<file path="src/rtl/batamateur_pkg.sv">
// rtl/batamateur_pkg.sv - shared bus width and fetch state encoding
package batamateur_pkg;

    localparam int DATA_WIDTH = 16;

    typedef enum logic [1:0] {
        FS_IDLE = 2'd0,
        FS_ADDR = 2'd1,
        FS_MEM  = 2'd2,
        FS_INCR = 2'd3
    } fetch_state_t;

endpackage

</file>
<file path="src/rtl/fetch_sequencer_watchdog.sv">
// rtl/fetch_sequencer_watchdog.sv - loadable down-counter with expire flag
//
// Module fetch_watchdog
//   clk        in   clock
//   resetn     in   synchronous active-low reset
//   load       in   load count from load_value
//   load_value in   reload value
//   dec        in   decrement (saturates at zero)
//   expired    out  count has reached zero
module fetch_watchdog #(
    parameter int WIDTH = 4
) (
    input  logic             clk,
    input  logic             resetn,
    input  logic             load,
    input  logic [WIDTH-1:0] load_value,
    input  logic             dec,
    output logic             expired
);

    logic [WIDTH-1:0] count;

    always_ff @(posedge clk) begin
        if (!resetn) begin
            count <= '0;
        end else if (load) begin
            count <= load_value;
        end else if (dec && (count != '0)) begin
            count <= count - 1'b1;
        end
    end

    assign expired = (count == '0);

endmodule

</file>
<file path="src/rtl/fetch_sequencer.sv">
// rtl/fetch_sequencer.sv - instruction fetch sequencer driving PC/MAR/memory strobes
//
// Optional feature macro: FETCH_TIMEOUT_EN (adds TIMEOUT_CYCLES, FETCH_ERR and the watchdog)
//
// Ports
//   CLOCK      in   clock, rising edge
//   RESET      in   synchronous active-low reset
//   START      in   fetch request level, sampled in IDLE and INCR
//   MEM_READY  in   memory word valid on BUS_IN (used in MEM only)
//   BUS_IN     in   shared data bus
//   PC_RW      out  PC direction, constantly read (1)
//   PC_ENABLE  out  PC drives the bus (ADDR)
//   PC_COUNT   out  PC increment (INCR)
//   MAR_LOAD   out  MAR captures the bus (ADDR)
//   MEM_READ   out  memory read request (MEM)
//   IR         out  instruction register
//   IR_VALID   out  one-cycle pulse in INCR
//   BUSY       out  state is not IDLE
//   FETCH_ERR  out  sticky timeout flag (FETCH_TIMEOUT_EN only)
module fetch_sequencer #(
    parameter int DATA_WIDTH = batamateur_pkg::DATA_WIDTH
`ifdef FETCH_TIMEOUT_EN
    ,
    parameter int TIMEOUT_CYCLES = 15
`endif
) (
    input  logic                  CLOCK,
    input  logic                  RESET,
    input  logic                  START,
    input  logic                  MEM_READY,
    input  logic [DATA_WIDTH-1:0] BUS_IN,
    output logic                  PC_RW,
    output logic                  PC_ENABLE,
    output logic                  PC_COUNT,
    output logic                  MAR_LOAD,
    output logic                  MEM_READ,
    output logic [DATA_WIDTH-1:0] IR,
    output logic                  IR_VALID,
`ifdef FETCH_TIMEOUT_EN
    output logic                  FETCH_ERR,
`endif
    output logic                  BUSY
);

    import batamateur_pkg::*;

    fetch_state_t state;

    // This block never writes the PC.
    assign PC_RW = 1'b1;

`ifdef FETCH_TIMEOUT_EN
    localparam int WD_WIDTH = $clog2(TIMEOUT_CYCLES + 1);

    logic wd_expired;

    // Loaded during ADDR so the first MEM cycle sees TIMEOUT_CYCLES-1;
    // expiry in the TIMEOUT_CYCLES-th MEM cycle aborts at that edge.
    fetch_watchdog #(
        .WIDTH(WD_WIDTH)
    ) u_watchdog (
        .clk        (CLOCK),
        .resetn     (RESET),
        .load       (state == FS_ADDR),
        .load_value (WD_WIDTH'(TIMEOUT_CYCLES - 1)),
        .dec        (state == FS_MEM),
        .expired    (wd_expired)
    );
`endif

    // Outputs are registered alongside the state so each strobe lines up
    // with the state it belongs to.
    always_ff @(posedge CLOCK) begin
        if (!RESET) begin
            state     <= FS_IDLE;
            IR        <= '0;
            IR_VALID  <= 1'b0;
            PC_ENABLE <= 1'b0;
            PC_COUNT  <= 1'b0;
            MAR_LOAD  <= 1'b0;
            MEM_READ  <= 1'b0;
            BUSY      <= 1'b0;
`ifdef FETCH_TIMEOUT_EN
            FETCH_ERR <= 1'b0;
`endif
        end else begin
            IR_VALID  <= 1'b0;
            PC_ENABLE <= 1'b0;
            PC_COUNT  <= 1'b0;
            MAR_LOAD  <= 1'b0;
            MEM_READ  <= 1'b0;
            BUSY      <= 1'b0;
            case (state)
                FS_IDLE, FS_INCR: begin
                    if (START) begin
                        state     <= FS_ADDR;
                        PC_ENABLE <= 1'b1;
                        MAR_LOAD  <= 1'b1;
                        BUSY      <= 1'b1;
`ifdef FETCH_TIMEOUT_EN
                        FETCH_ERR <= 1'b0;
`endif
                    end else begin
                        state <= FS_IDLE;
                    end
                end
                FS_ADDR: begin
                    state    <= FS_MEM;
                    MEM_READ <= 1'b1;
                    BUSY     <= 1'b1;
                end
                FS_MEM: begin
                    if (MEM_READY) begin
                        state    <= FS_INCR;
                        IR       <= BUS_IN;
                        IR_VALID <= 1'b1;
                        PC_COUNT <= 1'b1;
                        BUSY     <= 1'b1;
`ifdef FETCH_TIMEOUT_EN
                    end else if (wd_expired) begin
                        state     <= FS_IDLE;
                        FETCH_ERR <= 1'b1;
`endif
                    end else begin
                        MEM_READ <= 1'b1;
                        BUSY     <= 1'b1;
                    end
                end
                default: state <= FS_IDLE;
            endcase
        end
    end

endmodule

</file>
<file path="config.mk">
export PLATFORM = sky130hd
export DESIGN_NAME = fetch_sequencer
export DESIGN_NICKNAME = d
export VERILOG_FILES = /design/src/rtl/batamateur_pkg.sv /design/src/rtl/fetch_sequencer_watchdog.sv /design/src/rtl/fetch_sequencer.sv
export SDC_FILE = /design/constraint.sdc
export NUM_CORES = 1
export LEC_CHECK = 0
export CAP_MARGIN = 20
export CORE_MARGIN = 2
export CORE_UTILIZATION = 41
export DETAILED_ROUTE_END_ITERATION = 8
export PLACE_DENSITY = 0.82
export SLEW_MARGIN = 0
export SYNTH_ARGS = -nofsm -noshare
export SYNTH_HDL_FRONTEND = slang
export SYNTH_SLANG_ARGS = --single-unit
export TNS_END_PERCENT = 50
</file>
<file path="constraint.sdc">
create_clock -name CLOCK -period 2 [get_ports CLOCK]
set_clock_uncertainty 0.2 [all_clocks]
set_input_delay 0.3 -clock CLOCK [delete_from_list [all_inputs] [get_ports CLOCK]]
set_output_delay 0.3 -clock CLOCK [all_outputs]
set_load 0.01 [all_outputs]
</file>
==> flow_metrics.env, run 1 <==
export IMPL_crit_chain="clkdlybuf4s50_1"
export IMPL_min_from="BUS_IN[5]"
export IMPL_cts_root_buf="clkbuf_4"
export IMPL_drc_errors=0
export IMPL_synthMuxAreaShare=0
export IMPL_ys_seq_area_frac=0.427
export IMPL_final_common_cell="clkdlybuf4s50_1"
export IMPL_synth_seq_cells=22
export IMPL_n_fill_cell=216
export IMPL_crit_path_end_kind="primary output"
export IMPL_dpl_worst_slack_ns=0.354
export IMPL_vdd_drop_max_mv=0.691
export IMPL_hold_path_depth=3
export IMPL_powerDensity_mw_per_mm2=850
export IMPL_antenna_found_initial=0
export IMPL_io_buffer_count=41
export IMPL_cts_tree="built"
export IMPL_synth_compound_area_frac=0.303
export IMPL_min_path_type="in2reg"
export IMPL_dp_cells=162
export IMPL_fmaxAchievable_mhz=586
export IMPL_grt_max_degree=37
export IMPL_cts_sinks=22
export IMPL_cts_resized_gates=0
export IMPL_p_clk_frac=0.203
export IMPL_crit_required_ns=1.50
export IMPL_path_delay_family="buffers and inverters"
export IMPL_vias=833
export IMPL_pwr_share_seq=0.436
export IMPL_drive_gt1_frac=0.154
export IMPL_rsz0062_at_grt="no"
export IMPL_period_needed_ns=1.71
export IMPL_wirelength_mm=2.11
export IMPL_grt_pass1_vias=805
export IMPL_final_util=0.587
export IMPL_syn_area_mm2=0.00103
export IMPL_grt_usage=0.165
export IMPL_r2r_start="state[0]"
export IMPL_p_switching_uw=382
export IMPL_start_util=0.424
export IMPL_rr_worst_depth=5
export IMPL_critPathKind="reg2out"
export IMPL_start_kind="flop"
export IMPL_setup_viol=0
export IMPL_coreArea_mm2=0.00243
export IMPL_fin_tns_setup_ns=0
export IMPL_die_h_um=54.1
export IMPL_cts_hold_buf=0
export IMPL_internal_power_uw=833
export IMPL_p_comb_frac=0.362
export IMPL_setup_slack_ns=0.292
export IMPL_first_iter_violations=9
export IMPL_syn_instance_count=100
export IMPL_reg2reg_slack_ns=0.49
export IMPL_hold_ws_ns=0.338
export IMPL_synth_warnings=0
export IMPL_worstSkewPairLatency_ns=0.31
export IMPL_antennaDiodeCount=0
export IMPL_pin_count=43
export IMPL_nets=159
export IMPL_first_pass_iters=4
export IMPL_crit_path_max_incr_delay_ns=0.54
export IMPL_final_cells=166
export IMPL_area_growth_pct=38.6
export IMPL_htree_num_levels=1
export IMPL_hold_end="IR[5]"
export IMPL_reg2reg_to="IR[2]"
export IMPL_synthSimpleGateAreaFrac=0.118
export IMPL_status="completed"
export IMPL_place_gp_congestion=0.741
export IMPL_slew_viol_final=0
export IMPL_viasPerCell=5.02
export IMPL_cts_buffers=3
export IMPL_synth_xor_area_frac=0
export IMPL_leakagePower_uw=0.000522
export IMPL_post_cts_buffers=0
export IMPL_ant_nets=0
export IMPL_avgSynthCellArea_um2=10.3
export IMPL_swShare=0.315
export IMPL_dp_hpwl_mm=1.48
export IMPL_worst_path_buf_inv=1
export IMPL_clockBufferDepth=2
export IMPL_clk_pin_slew_ns=0.12
export IMPL_final_cell_mix="clkdlybuf4s50_1, dfxtp_1, nand3_1"
export IMPL_synth_net_count=122
export IMPL_die_w_um=54.1
export IMPL_hold_viol_final=0
export IMPL_synth_fa_ha_area_frac=0.0243
export IMPL_grt_pass1_wl_mm=3.49
export IMPL_synth_distinct_cells=21
export IMPL_cap_violations=0
export IMPL_finalCritPeriodShare=0.854
export IMPL_synth_top_family_by_area="compound AO/OA/AOI/OAI gates"
export IMPL_crit_fanout=2
export IMPL_wire_per_inst_um=12.7
export IMPL_slowest_stage="clkdlybuf4s50_1"
export IMPL_row_count=18
export IMPL_overflow=0
export IMPL_arrival_ns=1.21
export IMPL_dieArea_mm2=0.00293
## per-stage QoR
step	power, µW	instance area (µm²)
5_1_grt	1290	1430
3_3_place_gp	962	1390
4_1_cts	1220	1430
2_1_floorplan	855	1030
3_5_place_dp	980	1390
6_report	1220	1430
## Yosys cell counts (all sizes together)
library cell,instances,area [µm²]
nand2b,1,13.8
nand3,16,80.1
nor3b,1,7.51
o2111a,1,11.3
nand3b,1,7.51
a211oi,2,15.0
conb,1,3.75
dfxtp,22,440
ha,2,25.0
a21bo,16,160
and3,2,12.5
inv,5,18.8
a21oi,17,119
a21o,1,7.51
buf,12,109
## sequential cells by signal, summed over array words and instances (netlist names)
name and count:
MEM_READ 1, state 2, IR 16, MAR_LOAD 1, BUSY 1, IR_VALID 1
## power groups by stage
stage	clock, µW	combinational (µW)	sequential, µW
final	246	439	529
after global routing	272	481	538
after CTS	251	442	530
after detailed placement	0	440	540
after global placement	0	425	536
after floorplan	0	299	556
## cells by family (layout without fill, tap and decap cells)
logic type / after synthesis / count (layout)
AND/OR/NAND/NOR: 21 / 21
adder cells (fa/ha/maj): 2 / 2
AO/OA/AOI/OAI: 37 / 37
other: 1 / 1
flip-flops: 22 / 22
buffers and inverters: 17 / 53
## how the worst max path moves through the flow
stage	startpoint	to	slack (ns)	cells after the start
2_1_floorplan	state[0]	IR[10]	0.64	6
3_3_place_gp	MEM_READY	state[0]	0.41	4
3_5_place_dp	MEM_READY	MEM_READ	0.35	4
4_1_cts	IR[13]	IR[13]	0.28	1
5_1_grt	IR[14]	IR[14]	0.21	1
6_report	IR[6]	IR[6]	0.29	1
## per-layer routing
metal | vias up | part of all wire | global-route usage
li1 | 420 | - | -
met1 | 384 | 0.46 | 0.212
met2 | 27 | 0.47 | 0.259
met3 | 2 | 0.062 | 0.0500
met4 | 0 | 0.0071 | 0.0625
met5 | - | 0 | 0
## area by class of cell
| cell class | count | area [µm²] | area share |
|---|---|---|---|
| multi-input cells | 61 | 463 | 0.324 |
| flip-flops and latches | 22 | 440 | 0.308 |
| repair buffers | 44 | 433 | 0.303 |
| well taps | 30 | 37.5 | 0.0263 |
| clock buffers | 4 | 36.3 | 0.0254 |
| inverters | 5 | 18.8 | 0.0131 |
No activity file was read; power rests on OpenSTA's default activity.
==> inputs of run 2 (changes only) <==
--- a/config.mk
+++ b/config.mk
@@ -13,5 +13,6 @@
 export SLEW_MARGIN = 0
 export SYNTH_ARGS = -nofsm -noshare
 export SYNTH_HDL_FRONTEND = slang
+export SYNTH_HIERARCHICAL = 1
 export SYNTH_SLANG_ARGS = --single-unit
 export TNS_END_PERCENT = 50
==> results of run 2 <==
The final DEF is identical to that of run 1; final timing and power are the same.
Main changes from that run: Yosys warning count 0 -> 6
==> inputs of run 3 (changes only) <==
--- a/config.mk
+++ b/config.mk
@@ -5,8 +5,6 @@
 export SDC_FILE = /design/constraint.sdc
 export NUM_CORES = 1
 export LEC_CHECK = 0
-export CAP_MARGIN = 20
-export CORE_MARGIN = 2
 export CORE_UTILIZATION = 41
 export DETAILED_ROUTE_END_ITERATION = 8
 export PLACE_DENSITY = 0.82
==> run 3 against run 2 <==
  * Die area down 7.3%
  * Final cell count is 1.8% lower
  * Non-clock buffer count fell by 1
  * Critical path type unchanged
  * Largest power group unchanged
==> flow_metrics.env, run 3 <==
export IMPL_reg_top3="IR (16), state (2)"
export IMPL_final_common_cell="clkdlybuf4s50_1"
export IMPL_crit_fanout=2
export IMPL_final_cells=163
export IMPL_vdd_drop_max_mv=0.662
export IMPL_largest_reg_flops=16
export IMPL_reg2reg_to="state[1]"
export IMPL_overflow=0
export IMPL_vias=831
export IMPL_cts_hold_buf=0
export IMPL_crit_required_ns=1.50
export IMPL_place_area_mm2=0.00140
export IMPL_cap_violations=0
export IMPL_place_gp_congestion=0.762
export IMPL_critPathKind="reg2out"
export IMPL_r2r_start="state[0]"
export IMPL_dp_cells=159
export IMPL_synth_main_ff_cell="dfxtp_1"
export IMPL_io_buffer_count=41
export IMPL_clockBufferDepth=2
export IMPL_crit_chain="clkdlybuf4s50_1"
export IMPL_cts_sinks=22
export IMPL_hold_ws_ns=0.351
export IMPL_worst_path_stages=1
export IMPL_rsz0062_at_grt="no"
export IMPL_final_cell_mix="clkdlybuf4s50_1, dfxtp_1, nand3_1"
export IMPL_synth_net_count=122
export IMPL_coreArea_mm2=0.00230
export IMPL_status="completed"
export IMPL_ys_seq_area_frac=0.427
export IMPL_synthTopCellsByArea="dfxtp_1, a21bo_1, nand3_1, a21oi_2, buf_6"
export IMPL_worstSkewPairLatency_ns=0.29
export IMPL_wirelength_mm=2.11
export IMPL_ys_top_cells_by_count="dfxtp_1, nand3_1, a21bo_1"
export IMPL_synth_top_cell_area_share=0.427
export IMPL_synthArstFlopShare=0
export IMPL_grt_usage=0.169
export IMPL_viasPerCell=5.10
export IMPL_fmaxAchievable_mhz=585
export IMPL_avgSynthCellArea_um2=10.3
export IMPL_finalCritPeriodShare=0.855
export IMPL_grt_max_degree=37
export IMPL_crit_end="IR[14]"
export IMPL_cts_resized_gates=0
export IMPL_cts_buffers=3
export IMPL_drive_gt1_frac=0.148
export IMPL_start_util=0.449
export IMPL_start_kind="flop"
export IMPL_syn_instance_count=100
export IMPL_hold_viol_final=0
export IMPL_min_path_type="in2reg"
export IMPL_synth_warnings=6
export IMPL_htree_num_levels=1
export IMPL_area_growth_pct=38.8
export IMPL_synth_most_common_cell="dfxtp_1"
export IMPL_antenna_found_initial=0
export IMPL_n_fill_cell=209
export IMPL_first_iter_violations=13
export IMPL_slowest_stage="clkdlybuf4s50_1"
export IMPL_syn_area_mm2=0.00103
export IMPL_die_w_um=52.1
export IMPL_wire_per_inst_um=12.9
export IMPL_cts_root_buf="clkbuf_4"
export IMPL_critPathLaunch="IR[14]"
export IMPL_ant_nets=0
export IMPL_dp_hpwl_mm=1.41
export IMPL_drc_errors=0
export IMPL_first_pass_iters=4
export IMPL_path_delay_family="buffers and inverters"
export IMPL_rr_worst_depth=5
export IMPL_synth_distinct_cells=21
export IMPL_synth_edff_count=0
export IMPL_yosys_area_top_type="dfxtp_1"
export IMPL_row_count=17
export IMPL_period_needed_ns=1.71
export IMPL_die_h_um=52.1
export IMPL_worst_path_buf_inv=1
export IMPL_crit_path_end_kind="primary output"
export IMPL_powerDensity_mw_per_mm2=843
export IMPL_crit_path_max_incr_delay_ns=0.55
export IMPL_cts_tree="built"
export IMPL_nets=158
export IMPL_grt_pass1_wl_mm=3.46
export IMPL_synth_seq_cells=22
export IMPL_setup_viol=0
export IMPL_reg2reg_slack_ns=0.46
export IMPL_finalPower_uw=1210
export IMPL_post_cts_buffers=0
export IMPL_fin_tns_setup_ns=0
export IMPL_arrival_ns=1.21
export IMPL_leakagePower_uw=0.000522
export IMPL_final_cell_area_mm2=0.00143
export IMPL_antennaDiodeCount=0
export IMPL_dieArea_mm2=0.00272
export IMPL_grt_pass1_vias=786
export IMPL_slew_viol_final=0
export IMPL_pin_count=43
export IMPL_clk_pin_slew_ns=0.12
export IMPL_regMostFlops="IR"
[run 3: how the worst min path moves through the flow]
stage,start,endpoint,slack (ns),cells past startpoint
floorplan,START,BUSY,0.23,2
global placement,state[0],state[0],0.35,1
detailed placement,IR[5],IR[5],0.36,2
CTS,BUS_IN[7],IR[7],0.34,3
global route,BUS_IN[7],IR[7],0.35,3
finish,BUS_IN[15],IR[15],0.35,3
[run 3: power breakdown]
part	total (µW)	internal [µW]	switching [µW]
Clock	238	111	127
Sequential	531	498	32.6
Combinational	438	225	213
[run 3: final cells by class]
type / count / area [µm²] / area share
multi-input cells: 61 / 463 / 0.323
well taps: 28 / 35.0 / 0.0245
inverters: 5 / 18.8 / 0.0131
flip-flops and latches: 22 / 440 / 0.308
clock buffers: 4 / 36.3 / 0.0253
repair buffers: 43 / 438 / 0.306
[run 3: worst register-to-register path, cell delays in order, from the launching register on]
cell	delay, ns
dfxtp_1	0.39
inv_1	0.06
ha_1	0.19
buf_4	0.24
nor3b_1	0.19
a211oi_1	0.20
[run 3: cell families (layout without fill, tap and decap cells)]
kind of cell             after synthesis  count (layout)  share of synthesized area
other                                  1               1                    0.00364
buffers and inverters                 17              52                      0.124
AND/OR/NAND/NOR                       21              21                      0.118
AO/OA/AOI/OAI                         37              37                      0.303
flip-flops                            22              22                      0.427
adder cells (fa/ha/maj)                2               2                     0.0243
[run 3: per-stage QoR]
| step | setup WS [ns] | util |
|---|---|---|
| after floorplan | 0.637 | - |
| after global placement | 0.377 | 0.607 |
| after detailed placement | 0.365 | 0.607 |
| after CTS | 0.273 | 0.623 |
| after global routing | 0.223 | 0.623 |
| final | 0.289 | 0.623 |
[run 3: layer usage]
layer / vias to the layer above / track usage / share of wire
li1: 417 / - / -
met1: 383 / 0.226 / 0.45
met2: 31 / 0.278 / 0.48
met3: 0 / 0.0351 / 0.069
met4: 0 / 0.0395 / 0
met5: - / 0 / 0
